$ cat config.mk
export PLATFORM = sky130hd
export DESIGN_NAME = t08_bus_ctrl
export DESIGN_NICKNAME = d
export VERILOG_FILES = /design/src/rtl/t08_bus_ctrl.sv
export SDC_FILE = /design/constraint.sdc
export NUM_CORES = 1
export LEC_CHECK = 0
export ABC_CLOCK_PERIOD_IN_PS = 5300
export CAP_MARGIN = 20
export CORE_MARGIN = 5
export CORE_UTILIZATION = 43
export DETAILED_ROUTE_END_ITERATION = 16
export HOLD_SLACK_MARGIN = 0.06
export PLACE_DENSITY = 0.85
export SETUP_SLACK_MARGIN = 0.4
export SKIP_LAST_GASP = 1
export SLEW_MARGIN = 10
export SYNTH_ARGS = -nofsm -noshare
export SYNTH_HDL_FRONTEND = slang
export SYNTH_SLANG_ARGS = --single-unit
$ cat constraint.sdc
create_clock -name clk -period 5.3 [get_ports clk]
set_input_delay 1.06 -clock clk [delete_from_list [all_inputs] [get_ports clk]]
set_output_delay 1.06 -clock clk [all_outputs]
set_load 0.02 [all_outputs]
$ cat src/rtl/t08_bus_ctrl.sv
// Single-beat Wishbone master behind the t08 load/store handler; reads of I2C_ADDR are served from the I2C receiver.
// Optional ack timeout is compiled in with `define BUS_TIMEOUT_EN.
module t08_bus_ctrl #(
    parameter logic [31:0] I2C_ADDR = 32'd923923,
    parameter int          TIMEOUT  = 255
) (
    input  logic        clk,
    input  logic        rst,
    input  logic [31:0] req_addr,
    input  logic [31:0] req_wdata,
    input  logic        req_read,
    input  logic        req_write,
    output logic [31:0] rdata,
    output logic        busy,
    output logic        done,
    output logic        err,
    output logic [31:0] wb_adr_o,
    output logic [31:0] wb_dat_o,
    output logic [3:0]  wb_sel_o,
    output logic        wb_we_o,
    output logic        wb_cyc_o,
    output logic        wb_stb_o,
    input  logic [31:0] wb_dat_i,
    input  logic        wb_ack_i,
    input  logic [31:0] i2c_rdata,
    input  logic        i2c_valid
);

    typedef enum logic [1:0] {
        S_IDLE,
        S_BUS,
        S_I2C_WAIT,
        S_RESP
    } state_t;

    state_t      r_state;
    state_t      w_state_next;
    logic [31:0] w_rdata_next;
    logic [31:0] w_adr_next;
    logic [31:0] w_dat_next;
    logic        w_we_next;
    logic        w_cyc_next;
    logic        w_busy_next;
    logic        w_done_next;
    logic        w_err_next;

`ifdef BUS_TIMEOUT_EN
    logic [7:0]  r_tmo_cnt;
    logic [7:0]  w_tmo_next;
    localparam logic [7:0] TMO_LAST = 8'(TIMEOUT - 1);
`endif

    assign wb_sel_o = 4'hF;

    // NOTE: every variable gets a default before the case so no path leaves it unassigned (no latches).
    always_comb begin
        w_state_next = r_state;
        w_rdata_next = rdata;
        w_adr_next   = wb_adr_o;
        w_dat_next   = wb_dat_o;
        w_we_next    = wb_we_o;
        w_cyc_next   = wb_cyc_o;
        w_busy_next  = busy;
        w_done_next  = 1'b0;
        w_err_next   = 1'b0;
`ifdef BUS_TIMEOUT_EN
        w_tmo_next   = r_tmo_cnt;
`endif
        case (r_state)
            S_IDLE: begin
                w_busy_next = 1'b0;
`ifdef BUS_TIMEOUT_EN
                w_tmo_next  = 8'd0;
`endif
                // Writes always go to the bus, even at the I2C address.
                if (req_write) begin
                    w_adr_next   = {req_addr[31:2], 2'b00};
                    w_dat_next   = req_wdata;
                    w_we_next    = 1'b1;
                    w_cyc_next   = 1'b1;
                    w_busy_next  = 1'b1;
                    w_state_next = S_BUS;
                end else if (req_read && req_addr == I2C_ADDR) begin
                    w_busy_next  = 1'b1;
                    w_state_next = S_I2C_WAIT;
                end else if (req_read) begin
                    w_adr_next   = {req_addr[31:2], 2'b00};
                    w_we_next    = 1'b0;
                    w_cyc_next   = 1'b1;
                    w_busy_next  = 1'b1;
                    w_state_next = S_BUS;
                end
            end
            S_BUS: begin
                if (wb_ack_i) begin
                    if (!wb_we_o) w_rdata_next = wb_dat_i;
                    w_cyc_next   = 1'b0;
                    w_we_next    = 1'b0;
                    w_busy_next  = 1'b0;
                    w_done_next  = 1'b1;
                    w_state_next = S_RESP;
                end
`ifdef BUS_TIMEOUT_EN
                else if (r_tmo_cnt == TMO_LAST) begin
                    if (!wb_we_o) w_rdata_next = 32'h0;
                    w_cyc_next   = 1'b0;
                    w_we_next    = 1'b0;
                    w_busy_next  = 1'b0;
                    w_done_next  = 1'b1;
                    w_err_next   = 1'b1;
                    w_state_next = S_RESP;
                end else begin
                    w_tmo_next = r_tmo_cnt + 8'd1;
                end
`endif
            end
            S_I2C_WAIT: begin
                if (i2c_valid) begin
                    w_rdata_next = i2c_rdata;
                    w_busy_next  = 1'b0;
                    w_done_next  = 1'b1;
                    w_state_next = S_RESP;
                end
            end
            S_RESP: begin
                w_busy_next  = 1'b0;
                w_state_next = S_IDLE;
            end
            default: w_state_next = S_IDLE;
        endcase
    end

    // NOTE: sequential state uses non-blocking assignments so all registers update from pre-edge values.
    always_ff @(posedge clk) begin
        if (rst) begin
            r_state  <= S_IDLE;
            rdata    <= 32'h0;
            busy     <= 1'b0;
            done     <= 1'b0;
            wb_adr_o <= 32'h0;
            wb_dat_o <= 32'h0;
            wb_we_o  <= 1'b0;
            wb_cyc_o <= 1'b0;
            wb_stb_o <= 1'b0;
        end else begin
            r_state  <= w_state_next;
            rdata    <= w_rdata_next;
            busy     <= w_busy_next;
            done     <= w_done_next;
            wb_adr_o <= w_adr_next;
            wb_dat_o <= w_dat_next;
            wb_we_o  <= w_we_next;
            wb_cyc_o <= w_cyc_next;
            wb_stb_o <= w_cyc_next;
        end
    end

`ifdef BUS_TIMEOUT_EN
    always_ff @(posedge clk) begin
        if (rst) begin
            r_tmo_cnt <= 8'd0;
            err       <= 1'b0;
        end else begin
            r_tmo_cnt <= w_tmo_next;
            err       <= w_err_next;
        end
    end
`else
    assign err = 1'b0;
    logic w_unused;
    assign w_unused = w_err_next;
`endif

endmodule

==> qor.txt <==
Register area -> 2002 um2
Initial Utilization -> 43.98%
Final Wtd Congestion -> 0.8311
Most used DFF post-synth -> dfxtp_1
Worst Path Required -> 5.56 ns
Filler Cells Inserted -> 814
Final setup fails -> 0
Post-synth ARST share -> 0%
Share of layout cells above drive strength 1 -> 4.284%
Die height -> 112.8 um
Critical-path maximum fanout -> 38
Crit path time final -> 3.042 ns
P&R area growth vs syn -> 56.68%
DR vias -> 4840
DRT Pass-1 Iters -> 5
Buffers on Ports -> 232
PwrDens -> 477.1 nW/um2
Clock slew at reported path FFs -> 0.10 ns
Multi-input gate area -> 2305 um2
Cells after Synth -> 542
Final #Nets -> 880
Clock Skew -> 0.01652 ns
Average size of a mapped cell -> 8.378 um2
Area contributors post-synth -> dfxtp_1 44%, nand2_1 7.4%, mux2i_1 7.1%
Fmax achieved -> 328.7 MHz
Post-synth cell types -> 42
ANT nets after route -> 0
Grt total ovfl -> 0
Slew @ Worst Pin -> 1.017 ns
Fin util -> 68.91%
Class of the worst hold path -> register to register
Yosys Warn Count -> 0
Max IR drop VDD -> 0.0002380 V
Initial DRC Count -> 310
Mapped Area -> 4541 um2
Tcrit/Tclk final -> 57.40%
Vias/cell -> 5.481
CTS Buf Count -> 9
Die area -> 12710 um2
Crit path kind -> register to register
Num rows -> 37
Final hold violations -> 0
Area leader, netlist -> dfxtp_1
Core area -> 10320 um2
Setup Buffers After CTS -> 0
Antenna violations before repair -> 0
Clock Sinks -> 100
Pins Over Slew Limit -> 0
GRT Util Overall -> 22.16%
Pleak -> 0.002517 uW
Synth top area share -> 44.09%
EDFF count, synth -> 0
Slew margin rel. -> 32.18%
Hold Startpoint -> wb_dat_o[0]$_SDFFE_PP0P_
Hold Slack -> 0.4590 ns
CP Launch Point -> r_state[0]$_SDFFE_PP0P_
Die Width -> 112.8 um
CTS tree -> done
Critical path arrival -> 3.31 ns
CTS Buffer Depth -> 2
Antenna diodes -> 0
# hold bufs at CTS -> 0
CP Launch Type -> register
CTS H-tree lvls -> 3
I/O pins -> 240
Crit path capture type -> register
Most common cell in the netlist -> dfxtp_1
Unrepaired setup endpoints after global routing -> no
Drt total wl -> 15110 um
Maxcap violations -> 0
Fin Setup TNS -> 0 ns
CTS Root Cell -> clkbuf_8
Vias in the first global route -> 4617
Skew-Pair Late Insertion Delay -> 0.36 ns
Post-synthesis sequential area ratio -> 44.09%
Reg2reg start -> r_state[0]$_SDFFE_PP0P_
Largest net degree at the start of global routing -> 81
List of most frequent post-synthesis cells -> 100 x dfxtp_1, 90 x nand2_1, 55 x nor2_1, 44 x clkbuf_1, 42 x a21oi_1
Status -> finished, final reports clean
Post-DR wirelength/cell -> 17.11 um
Hpwl dp -> 11150 um
Post-DP Area -> 6885 um2
Design area -> 7114 um2
Residual DRC count -> 0
FF+latch count, synth -> 100
Global-route wire length before repair -> 23230 um
CTS resizes -> 0
## where the power goes
part / switching [uW] / leakage, uW / internal [uW]
clock: 272 / 0.000103 / 235
sequential: 133 / 0.000823 / 993
combinational: 954 / 0.00159 / 807
total: 1360 / 0.00252 / 2040
## through the flow
step,power [uW],std cells,setup slack [ns]
final,3394,883,2.258
after global routing,3598,883,1.911
after CTS,3401,881,2.218
after detailed placement,2891,865,1.909
after global placement,2831,864,1.973
after floorplan,2130,547,2.537
## critical path, cell delays in order (launching register included)
cell and delay [ns]:
dfxtp_1 0.34, inv_1 0.11, ha_2 0.87, nand2b_1 0.21
a21oi_4 0.72, buf_4 0.40, nor2_1 0.07, a211oi_1 0.21
## final cells by class
cell class	count	share of cell area, %
Timing Repair Buffer	242	34.01
Multi-Input combinational cell	386	32.40
Sequential cell	100	28.14
Tap cell	136	2.392
Clock buffer	10	1.935
Clock inverter	6	0.9673
Inverter	3	0.1583
## cell usage in the layout, fill, tap and decap left out, drive strengths merged, types with 2 or more instances in the layout
| master | Yosys | routed |
|---|---|---|
| ha | 4 | 4 |
| a311o | 19 | 19 |
| a311oi | 4 | 4 |
| nor3 | 5 | 5 |
| dfxtp | 100 | 100 |
| a21oi | 42 | 42 |
| and3 | 7 | 7 |
| nor2 | 55 | 55 |
| clkdlybuf4s50 | 0 | 231 |
| nand3 | 8 | 8 |
| a22oi | 7 | 7 |
| nor4b | 4 | 4 |
| nor4 | 19 | 19 |
| nor2b | 10 | 10 |
| nand4 | 8 | 8 |
| or4 | 4 | 4 |
| buf | 14 | 11 |
| a211o | 2 | 2 |
| and4 | 2 | 2 |
| o21ai | 10 | 10 |
| inv | 3 | 5 |
| nand2 | 90 | 90 |
| conb | 2 | 7 |
| nand3b | 2 | 2 |
| a211oi | 32 | 32 |
| mux2i | 32 | 32 |
| clkbuf | 44 | 10 |
| clkinv | 0 | 2 |
## layer usage
metal / up-vias / global-route usage [%] / wire, um
li1: 2340 / - / -
met1: 2247 / 26.15 / 5922
met2: 218 / 38.94 / 7648
met3: 35 / 5.508 / 1168
met4: 0 / 7.933 / 370
met5: - / 0 / 0
## cells by family after synthesis
family	Yosys count	synth area share, %
AO/OA/AOI/OAI	122	18.60
other	2	0.1654
buffers and inverters	61	5.869
AND/OR/NAND/NOR	221	23.12
adder cells (fa/ha/maj)	4	1.102
flip-flops	100	44.09
multiplexers	32	7.054
## state kept, by name, indices dropped and copies added, names as in the netlist
signal,flops
rdata,32
wb_dat_o,32
wb_adr_o,30
r_state,2
busy,1
done,1
wb_stb_o,1
wb_we_o,1
## path summary, 6_finish.rpt
check	cells past startpoint	endpoint	slack (ns)
worst max-delay path	7	rdata[2]$_SDFFE_PP0P_	2.26
worst min-delay path	2	wb_dat_o[0]$_SDFFE_PP0P_	0.46
worst max register to register	7	rdata[2]$_SDFFE_PP0P_	2.26
worst min register to register	2	wb_dat_o[0]$_SDFFE_PP0P_	0.46
No activity file was read; power rests on OpenSTA's default activity.
